<file path="src/rtl/riscv_pkg.sv">
// -----------------------------------------------------------------------------
// riscv_pkg
// Shared definitions for the RISC-V core front end.
//   - XLEN / INSTR_BYTES   : datapath width and instruction size in bytes
//   - OPC_*                : 7-bit major opcodes consumed by the control decoder
//   - fetch_state_t        : state encoding of the instruction fetch FSM
// -----------------------------------------------------------------------------
package riscv_pkg;

    localparam int XLEN        = 32;
    localparam int INSTR_BYTES = 4;

    localparam logic [6:0] OPC_OP     = 7'b0110011;  // R-type
    localparam logic [6:0] OPC_LOAD   = 7'b0000011;
    localparam logic [6:0] OPC_STORE  = 7'b0100011;
    localparam logic [6:0] OPC_OP_IMM = 7'b0010011;
    localparam logic [6:0] OPC_BRANCH = 7'b1100011;
    localparam logic [6:0] OPC_JAL    = 7'b1101111;
    localparam logic [6:0] OPC_JALR   = 7'b1100111;
    localparam logic [6:0] OPC_LUI    = 7'b0110111;
    localparam logic [6:0] OPC_AUIPC  = 7'b0010111;

    typedef enum logic [1:0] {
        IDLE = 2'd0,
        REQ  = 2'd1,
        WAIT = 2'd2,
        HOLD = 2'd3
    } fetch_state_t;

endpackage

</file>
<file path="src/rtl/instr_fetch_if.sv">
// -----------------------------------------------------------------------------
// instr_fetch_if
// Bundles every non-clock signal of the fetch stage.
//   imem_req_*  : request to instruction memory (fetch is the initiator)
//   imem_rsp_*  : single-cycle response, no backpressure
//   redirect_*  : branch / JAL / JALR target from execute
//   if_*        : held instruction toward decode
//   fetch_misaligned : sticky misaligned-redirect flag
// Modports: master = fetch stage, slave = memory/execute/decode side.
//
// Handshake rule for both valid/ready pairs (imem_req, if): a transfer happens
// on a rising edge where valid and ready are both 1; valid never depends on
// ready, and the payload stays stable while valid is 1 and ready is 0.
// -----------------------------------------------------------------------------
interface instr_fetch_if;
    import riscv_pkg::*;

    logic            imem_req_valid;
    logic            imem_req_ready;
    logic [XLEN-1:0] imem_req_addr;
    logic            imem_rsp_valid;
    logic [XLEN-1:0] imem_rsp_data;
    logic            redirect_valid;
    logic [XLEN-1:0] redirect_pc;
    logic            if_valid;
    logic            if_ready;
    logic [XLEN-1:0] if_instr;
    logic [XLEN-1:0] if_pc;
    logic [6:0]      if_opcode;
    logic            fetch_misaligned;

    modport master (
        output imem_req_valid, imem_req_addr,
        input  imem_req_ready,
        input  imem_rsp_valid, imem_rsp_data,
        input  redirect_valid, redirect_pc,
        output if_valid, if_instr, if_pc, if_opcode,
        input  if_ready,
        output fetch_misaligned
    );

    modport slave (
        input  imem_req_valid, imem_req_addr,
        output imem_req_ready,
        output imem_rsp_valid, imem_rsp_data,
        output redirect_valid, redirect_pc,
        input  if_valid, if_instr, if_pc, if_opcode,
        output if_ready,
        input  fetch_misaligned
    );

endinterface

</file>
<file path="src/rtl/instr_fetch.sv">
// -----------------------------------------------------------------------------
// instr_fetch
// Instruction fetch stage: owns the PC, keeps at most one word request
// outstanding to instruction memory, and holds the returned instruction for
// decode. Redirects from execute override sequential fetch and squash any
// in-flight or held instruction.
//
// Ports:
//   clk          : clock, rising edge
//   reset        : asynchronous, active-high
//   bus          : instr_fetch_if.master (imem request/response, redirect,
//                  decode handshake, misaligned flag)
//   o_dbg_state  : current FSM state, for observation only
//
// Every output is a register or a decode of the state register; no input
// reaches an output combinationally.
// -----------------------------------------------------------------------------
module instr_fetch
    import riscv_pkg::*;
#(
    parameter logic [XLEN-1:0] RESET_PC = 32'h0000_0000
) (
    input  logic                 clk,
    input  logic                 reset,
    instr_fetch_if.master        bus,
    output fetch_state_t         o_dbg_state
);

    fetch_state_t    r_state;
    fetch_state_t    w_next_state;
    logic [XLEN-1:0] r_pc;
    logic [XLEN-1:0] r_instr_q;
    logic [XLEN-1:0] r_pc_q;
    logic            r_drop;
    logic            r_misaligned;

    logic            w_redirect;
    logic            w_req_hs;
    logic            w_rsp_in_wait;
    logic            w_rsp_keep;
    logic [XLEN-1:0] w_redirect_pc;

    // Redirects are ignored in IDLE; everywhere else they are accepted.
    assign w_redirect    = bus.redirect_valid && (r_state != IDLE);
    assign w_req_hs      = (r_state == REQ) && bus.imem_req_ready;
    assign w_rsp_in_wait = (r_state == WAIT) && bus.imem_rsp_valid;
    // A response is kept only if it is not the one owed to an earlier redirect
    // and no redirect arrives alongside it (that redirect discards it too).
    assign w_rsp_keep    = w_rsp_in_wait && !r_drop && !bus.redirect_valid;
    assign w_redirect_pc = {bus.redirect_pc[XLEN-1:2], 2'b00};

    always_comb begin
        w_next_state = r_state;
        case (r_state)
            IDLE: w_next_state = REQ;
            // A redirect in REQ keeps the same next state: stalled stays in
            // REQ (new address), a handshake goes to WAIT (with drop set).
            REQ:  if (bus.imem_req_ready) w_next_state = WAIT;
            WAIT: if (bus.imem_rsp_valid) w_next_state = w_rsp_keep ? HOLD : REQ;
            HOLD: if (bus.if_ready || bus.redirect_valid) w_next_state = REQ;
            default: w_next_state = IDLE;
        endcase
    end

    always_ff @(posedge clk or posedge reset) begin
        if (reset) begin
            r_state      <= IDLE;
            r_pc         <= RESET_PC;
            r_drop       <= 1'b0;
            r_instr_q    <= '0;
            r_pc_q       <= '0;
            r_misaligned <= 1'b0;
        end else begin
            r_state <= w_next_state;

            if (w_redirect) begin
                r_pc <= w_redirect_pc;
            end else if (w_rsp_keep) begin
                r_pc <= r_pc + XLEN'(INSTR_BYTES);
            end

            if (w_rsp_keep) begin
                r_instr_q <= bus.imem_rsp_data;
                r_pc_q    <= r_pc;
            end

            // Any response seen in WAIT settles the outstanding request, so it
            // always clears drop; otherwise a redirect with a request in flight
            // marks that request's response for discard.
            if (w_rsp_in_wait) begin
                r_drop <= 1'b0;
            end else if (w_redirect && (w_req_hs || (r_state == WAIT))) begin
                r_drop <= 1'b1;
            end

            if (w_redirect && (bus.redirect_pc[1:0] != 2'b00)) begin
                r_misaligned <= 1'b1;
            end
        end
    end

    assign bus.imem_req_valid   = (r_state == REQ);
    assign bus.imem_req_addr    = r_pc;
    assign bus.if_valid         = (r_state == HOLD);
    assign bus.if_instr         = r_instr_q;
    assign bus.if_pc            = r_pc_q;
    assign bus.if_opcode        = r_instr_q[6:0];
    assign bus.fetch_misaligned = r_misaligned;
    assign o_dbg_state          = r_state;

endmodule

</file>
<file path="src/flat_wrapper.sv">
// flat-port wrapper written by rule: the top's interface ports become plain ports
module instr_fetch_flat import riscv_pkg::*;
#(
    parameter logic [XLEN-1:0] RESET_PC = 32'h0000_0000
)
  (clk, reset, o_dbg_state, bus_imem_req_valid, bus_imem_req_addr, bus_imem_req_ready, bus_imem_rsp_valid, bus_imem_rsp_data, bus_redirect_valid, bus_redirect_pc, bus_if_valid, bus_if_instr, bus_if_pc, bus_if_opcode, bus_if_ready, bus_fetch_misaligned);
  instr_fetch_if bus_i ();
  input  logic clk;
  input  logic reset;
  output fetch_state_t o_dbg_state;
  output wire logic [$bits(bus_i.imem_req_valid)-1:0] bus_imem_req_valid;
  output wire logic [$bits(bus_i.imem_req_addr)-1:0] bus_imem_req_addr;
  input wire logic [$bits(bus_i.imem_req_ready)-1:0] bus_imem_req_ready;
  input wire logic [$bits(bus_i.imem_rsp_valid)-1:0] bus_imem_rsp_valid;
  input wire logic [$bits(bus_i.imem_rsp_data)-1:0] bus_imem_rsp_data;
  input wire logic [$bits(bus_i.redirect_valid)-1:0] bus_redirect_valid;
  input wire logic [$bits(bus_i.redirect_pc)-1:0] bus_redirect_pc;
  output wire logic [$bits(bus_i.if_valid)-1:0] bus_if_valid;
  output wire logic [$bits(bus_i.if_instr)-1:0] bus_if_instr;
  output wire logic [$bits(bus_i.if_pc)-1:0] bus_if_pc;
  output wire logic [$bits(bus_i.if_opcode)-1:0] bus_if_opcode;
  input wire logic [$bits(bus_i.if_ready)-1:0] bus_if_ready;
  output wire logic [$bits(bus_i.fetch_misaligned)-1:0] bus_fetch_misaligned;
  assign bus_imem_req_valid = bus_i.imem_req_valid;
  assign bus_imem_req_addr = bus_i.imem_req_addr;
  assign bus_i.imem_req_ready = bus_imem_req_ready;
  assign bus_i.imem_rsp_valid = bus_imem_rsp_valid;
  assign bus_i.imem_rsp_data = bus_imem_rsp_data;
  assign bus_i.redirect_valid = bus_redirect_valid;
  assign bus_i.redirect_pc = bus_redirect_pc;
  assign bus_if_valid = bus_i.if_valid;
  assign bus_if_instr = bus_i.if_instr;
  assign bus_if_pc = bus_i.if_pc;
  assign bus_if_opcode = bus_i.if_opcode;
  assign bus_i.if_ready = bus_if_ready;
  assign bus_fetch_misaligned = bus_i.fetch_misaligned;
  instr_fetch #(.RESET_PC(RESET_PC)) u_core (.clk(clk), .reset(reset), .bus(bus_i), .o_dbg_state(o_dbg_state));
endmodule
</file>
<file path="config.mk">
export PLATFORM = sky130hd
export DESIGN_NAME = instr_fetch_flat
export DESIGN_NICKNAME = d
export VERILOG_FILES = /design/src/rtl/riscv_pkg.sv /design/src/rtl/instr_fetch_if.sv /design/src/rtl/instr_fetch.sv /design/src/flat_wrapper.sv
export SDC_FILE = /design/constraint.sdc
export NUM_CORES = 1
export LEC_CHECK = 0
export ABC_AREA = 0
export BUFFER_PORTS_ARGS = -buffer_cell sky130_fd_sc_hd__buf_4
export CAP_MARGIN = 20
export CORE_UTILIZATION = 48
export CTS_CLUSTER_DIAMETER = 50
export DETAILED_ROUTE_END_ITERATION = 8
export HOLD_SLACK_MARGIN = 0.1
export PLACE_DENSITY_LB_ADDON = 0.25
export SYNTH_ARGS = -nofsm -noshare
export SYNTH_HDL_FRONTEND = slang
export SYNTH_SLANG_ARGS = --single-unit
</file>
<file path="constraint.sdc">
create_clock -name clk -period 4.8 [get_ports clk]
set_input_delay 1.44 -clock clk [delete_from_list [all_inputs] [get_ports clk]]
set_output_delay 1.44 -clock clk [all_outputs]
set_load 0.01 [all_outputs]
</file>
# --- After elaboration in Yosys (flattened, before gate mapping) ---
# Cells that the tools add are included.
word_totals:
  reg_bits: 100
  out_inout_bits: 108
  wordCells: 39
op_classes:
  n_addsub: 1
  eq_ne: 6
  mux: 9
  reduce_logical: 17
ops:
  columns: ["cell", "count"]
  rows:
  - ["two-way mux 32 bit", 2]
  - ["adder 32 x 3 -> 32 bit, second input constant", 1]
  - ["two-way mux 2 bit", 4]
  - ["case mux 2 bit (4 select lines)", 1]
  - ["nonzero test 2 bit", 4]
  - ["logical AND 1 bit", 7]
  - ["equality test 2 bit, second input constant", 2]
  - ["!= test 2 x 1 -> 1 bit, second input constant", 2]
  - ["AND reduction 3 bit", 1]
  - ["equality test 2 x 1 -> 1 bit, second input constant", 1]
  - ["zero test 1 bit", 2]
  - ["zero test 2 bit", 1]
  - ["logical OR 1 bit", 2]
  - ["two-way mux 1 bit", 2]
  - ["!= test 2 bit, second input constant", 1]

# --- Depth between registers and ports, before layout ---
logic_depth:
  ltp_word: 7
  ltp_mapped: 8
  depth_no_buf: 7

# --- Worst setup path before layout ---
# Ideal clock, no wire load.
synth_path:
  path_type: "input to register"
  startpoint: "input bus_redirect_valid"
  endpoint: "register u_core.r_pc[28] (netlist: u_core.bus.imem_req_addr[28])"
  setup_ns: 0.126
  arrival_ns: 2.731
  slack_ns: 1.942
  stages: 6
  n_path_buf: 1
  path_cell_list: "nand4bb_1 > buf_2 > or4_4 > nor4_4 > xnor2_1 > o21ai_2"
synth_via:
  elab_chain_cells: 3
synth_rtl:
  columns: ["item", "line_no", "text"]
  rows:
  - ["from (decl)", "flat_wrapper.sv:16", "input wire logic [$bits(bus_i.redirect_valid)-1:0] bus_redirect_valid;"]
  - ["zero test 1 bit", "instr_fetch.sv:49", "assign w_rsp_keep = w_rsp_in_wait && !r_drop && !bus.redirect_valid;"]
  - ["logical AND 1 bit", "instr_fetch.sv:49", null]
  - ["nonzero test 2 bit (no line)", null, null]
  - ["to (signal assigned)", "instr_fetch.sv:77", "r_pc <= w_redirect_pc;"]
  - ["to (signal assigned)", "instr_fetch.sv:79", "r_pc <= r_pc + XLEN'(INSTR_BYTES);"]
  - ["to (decl)", "instr_fetch.sv:31", "logic [XLEN-1:0] r_pc;"]
# Several ways; a longest one is shown, not always the timed one.
# A chain may end at the register's enable or synchronous reset.

# --- Worst setup path in the final report ---
layout_path:
  startpoint: "input bus_redirect_valid"
  endpoint: "register u_core.r_pc[18] (netlist: u_core.bus.imem_req_addr[18])"
# Same word-level chain as after synthesis.

==> results.txt <==
Status = complete, no violations
Largest delay contributor family on the critical path = simple AND/OR/NAND/NOR gates
Worst vdd ir = 0.310 mV
PnR Total Power = 3.42 mW
Worst max-slew margin expressed relative to the limit = 0.319
Count of maximum capacitance violations = 0
Most common cell in the netlist = sky130_fd_sc_hd__nand2_1
Clock tree from TritonCTS = done
Arrival time reported for the critical path endpoint = 3.29 ns
Post-DRT Antenna Nets = 0
Drt pass-1 iters = 4
Async set or reset register ratio after synthesis = 1.00
Final standard cell utilization of the core = 0.677
Setup repair after global routing missed its margin = no
Hold Path Origin = u_core.bus.if_pc[30]
Area taken by flip-flops and latches = 0.00240 mm^2
Rows = 34
Clock edge transition at the registers on the reported setup and hold paths = 0.09 ns
Fin. Hold Viols = 0
Initial core utilization = 0.500
Number of clock sinks = 96
Core ar. = 0.00876 mm^2
Synth-to-Final Area Change = 35.5%
Maximum buffer depth of the clock tree = 2
Post-Synthesis Cell Area = 0.00438 mm^2
Setup violations, final = 0
Post-DP HPWL = 7.83 mm
Die outline area = 0.00952 mm^2
Fillers = 732
Required time of the critical path = 5.00 ns
Number of gates given a new drive strength after cts = 0
Unique cell type count in the Yosys netlist = 40
Register bit count reported by yosys = 96
Worst-case register-to-register setup slack = 2.11 ns
CTS H-tree lvls = 3
Endpoint of the most critical register-to-register path = u_core.bus.imem_req_addr[18]
Critical Path, Cell by Cell = buf_4 > and4bb_2 > nand2_1 > nor4_1 > xnor2_1 > o21ai_0
Worst Max-Slew Pin Slew = 1.01 ns
Fraction of synthesized cell area taken by the top area cell type = 0.548
Via count of the first global-routing pass = 3,681
Number of cells on the worst hold path = 2
Critical path capture point type = flip-flop
First-pass GRT wire length = 18.2 mm
Number of clock buffers inserted by TritonCTS = 9
Grt total ovfl = 0
I/O pin total = 178
Multi-input gate area = 0.00181 mm^2
Aggregate routed wire length = 11.1 mm
Reg2reg start = u_core.o_dbg_state[0]
Top area cells in the synthesized netlist = sky130_fd_sc_hd__dfrtp_1, sky130_fd_sc_hd__nand2_1, sky130_fd_sc_hd__o21ai_0
Hold WS = 0.482 ns
Number of antenna violations at the first check in global routing = 0
Placed cells = 746
GRT Overall Usage = 0.238
Die height = 97.5 um
Hold bufs inserted after CTS = 0
Critical Path Source Type = input port
Count of synthesis-stage warnings from yosys = 0
Shortest clock period the worst path allows after layout = 3.10 ns
Number of nets in the layout = 724
Worst path slowest cell = sky130_fd_sc_hd__and4bb_2
Chip width = 97.5 um
First-iteration detailed-routing DRC count = 138
Cell taking the most area after synthesis = sky130_fd_sc_hd__dfrtp_1
# port buffers = 173
Hold crit path type = reg -> reg
Post-route DRC violation count = 0
End point of the most critical hold path = u_core.bus.if_pc[30]
Pin count of the biggest net entering global routing = 78
Number of post-CTS setup repair buffers = 0
Insertion delay of the later-clocked pin in the worst-skew pair = 0.36 ns
Mapped Cells = 493
Clock Tree Root = sky130_fd_sc_hd__clkbuf_8
Slew Limit Fails = 0
Sequential fraction of the synthesis area = 0.548
Setup skew after layout = 0.0127 ns
Register-to-Register Path Depth = 7
Max Freq = 323 MHz
Synthesized area divided by synthesized cell count = 8.89 um^2
Aggregate negative setup slack = 0 ns
Number of enable-type register cells in the synthesized netlist = 0
CP Class = in -> reg
Number of vias after detailed routing = 3,897
Fraction of layout cells with a size suffix above 1 = 0.315
Number of cells on the critical path = 6
Most numerous cell types in the synthesized netlist = sky130_fd_sc_hd__nand2_1, sky130_fd_sc_hd__dfrtp_1, sky130_fd_sc_hd__o21ai_0, sky130_fd_sc_hd__clkbuf_1, sky130_fd_sc_hd__nor2_1
Final antenna diode count = 0
Max FO, Critical Path = 32
Most used DFF post-synth = sky130_fd_sc_hd__dfrtp_1
Final weighted congestion of routability-driven global placement = 0.798
Detail-routed via count per cell = 5.11
DR WL/cell = 14.6 um
Longest individual stage delay on the worst path = 0.74 ns
Power per cell area = 575 mW/mm^2
Final worst path period share = 0.645
Number of buffers and inverters on the critical path = 1
Leakage power total = 3.12 nW
Final cell count without fillers = 762
final cells by class:
class / count / area share
sequential: 96 / 0.405
timing repair buffer: 177 / 0.224
clock inverter: 6 / 0.0152
clock buffer: 10 / 0.0232
multi-input combinational: 357 / 0.305
tap: 108 / 0.0228
inverter: 8 / 0.00548
registers in the layout (all words and copies together), names as in the netlist:
register,flops
u_core.o_dbg_state,2
u_core.bus.if_pc,30
u_core.r_drop,1
u_core.bus.imem_req_addr,30
u_core.bus.if_instr,32
u_core.bus.fetch_misaligned,1
power by group:
part / total [mW] / switching [mW] / internal [mW]
combinational: 1.34 / 0.655 / 0.688
clock: 0.590 / 0.281 / 0.310
sequential: 1.48 / 0.343 / 1.14
per-layer routing:
layer  wire, um  vias up  GRT usage
met5          0        -          0
met4        119        0     0.0713
li1           -     1911          -
met2       5400      152      0.386
met1       4890     1825      0.327
met3        711        9     0.0453
through the flow:
| stage | instance area (um^2) | setup WS [ns] |
|---|---|---|
| after floorplan | 4390 | 0.855 |
| after global placement | 5710 | 1.34 |
| after detailed placement | 5710 | 1.32 |
| after CTS | 5940 | 1.67 |
| after global routing | 5940 | 1.56 |
| final | 5940 | 1.70 |
worst max-delay path by stage:
| stage | start | end |
|---|---|---|
| after detailed placement | bus_redirect_valid | u_core.bus.imem_req_addr[18] |
| after floorplan | reset | u_core.bus.fetch_misaligned |
| after global routing | bus_redirect_valid | u_core.bus.imem_req_addr[9] |
| after CTS | bus_redirect_valid | u_core.bus.imem_req_addr[18] |
| final | bus_redirect_valid | u_core.bus.imem_req_addr[18] |
| after global placement | bus_redirect_valid | u_core.bus.imem_req_addr[18] |
worst register-to-register path: stages, from the launching register on:
cell                       delay, ns
sky130_fd_sc_hd__dfrtp_1        0.44
sky130_fd_sc_hd__inv_1          0.10
sky130_fd_sc_hd__ha_1           0.29
sky130_fd_sc_hd__and4bb_2       0.72
sky130_fd_sc_hd__nand2_1        0.35
sky130_fd_sc_hd__nor4_1         0.38
sky130_fd_sc_hd__xnor2_1        0.15
sky130_fd_sc_hd__o21ai_0        0.10
cells by family (layout without fill, tap and decap cells):
kind of cell | after synthesis | after routing | synth area share
compound gates | 42 | 42 | 0.0557
xor+xnor | 23 | 23 | 0.0460
fa+ha+maj | 5 | 5 | 0.0143
buf+inv | 43 | 201 | 0.0468
flops | 96 | 96 | 0.548
other cells | 1 | 4 | 0.000856
simple gates | 283 | 283 | 0.288
layout by cell type, fill, tap and decap left out, types with 5 or more instances in the layout:
cell | Yosys | layout
sky130_fd_sc_hd__nand2_1 | 212 | 212
sky130_fd_sc_hd__buf_4 | 11 | 177
sky130_fd_sc_hd__dfrtp_1 | 96 | 96
sky130_fd_sc_hd__o21ai_0 | 25 | 25
sky130_fd_sc_hd__nor2_1 | 15 | 15
sky130_fd_sc_hd__xor2_1 | 13 | 13
sky130_fd_sc_hd__nand3_1 | 11 | 11
sky130_fd_sc_hd__xnor2_1 | 10 | 10
sky130_fd_sc_hd__nand4_1 | 10 | 10
sky130_fd_sc_hd__clkbuf_8 | 0 | 10
sky130_fd_sc_hd__nor3_1 | 9 | 9
sky130_fd_sc_hd__inv_1 | 8 | 7
sky130_fd_sc_hd__a21oi_1 | 6 | 6
sky130_fd_sc_hd__and3_1 | 5 | 5
sky130_fd_sc_hd__nor4_1 | 5 | 5
sky130_fd_sc_hd__ha_1 | 5 | 5
Power figures use the tool's default switching activity.
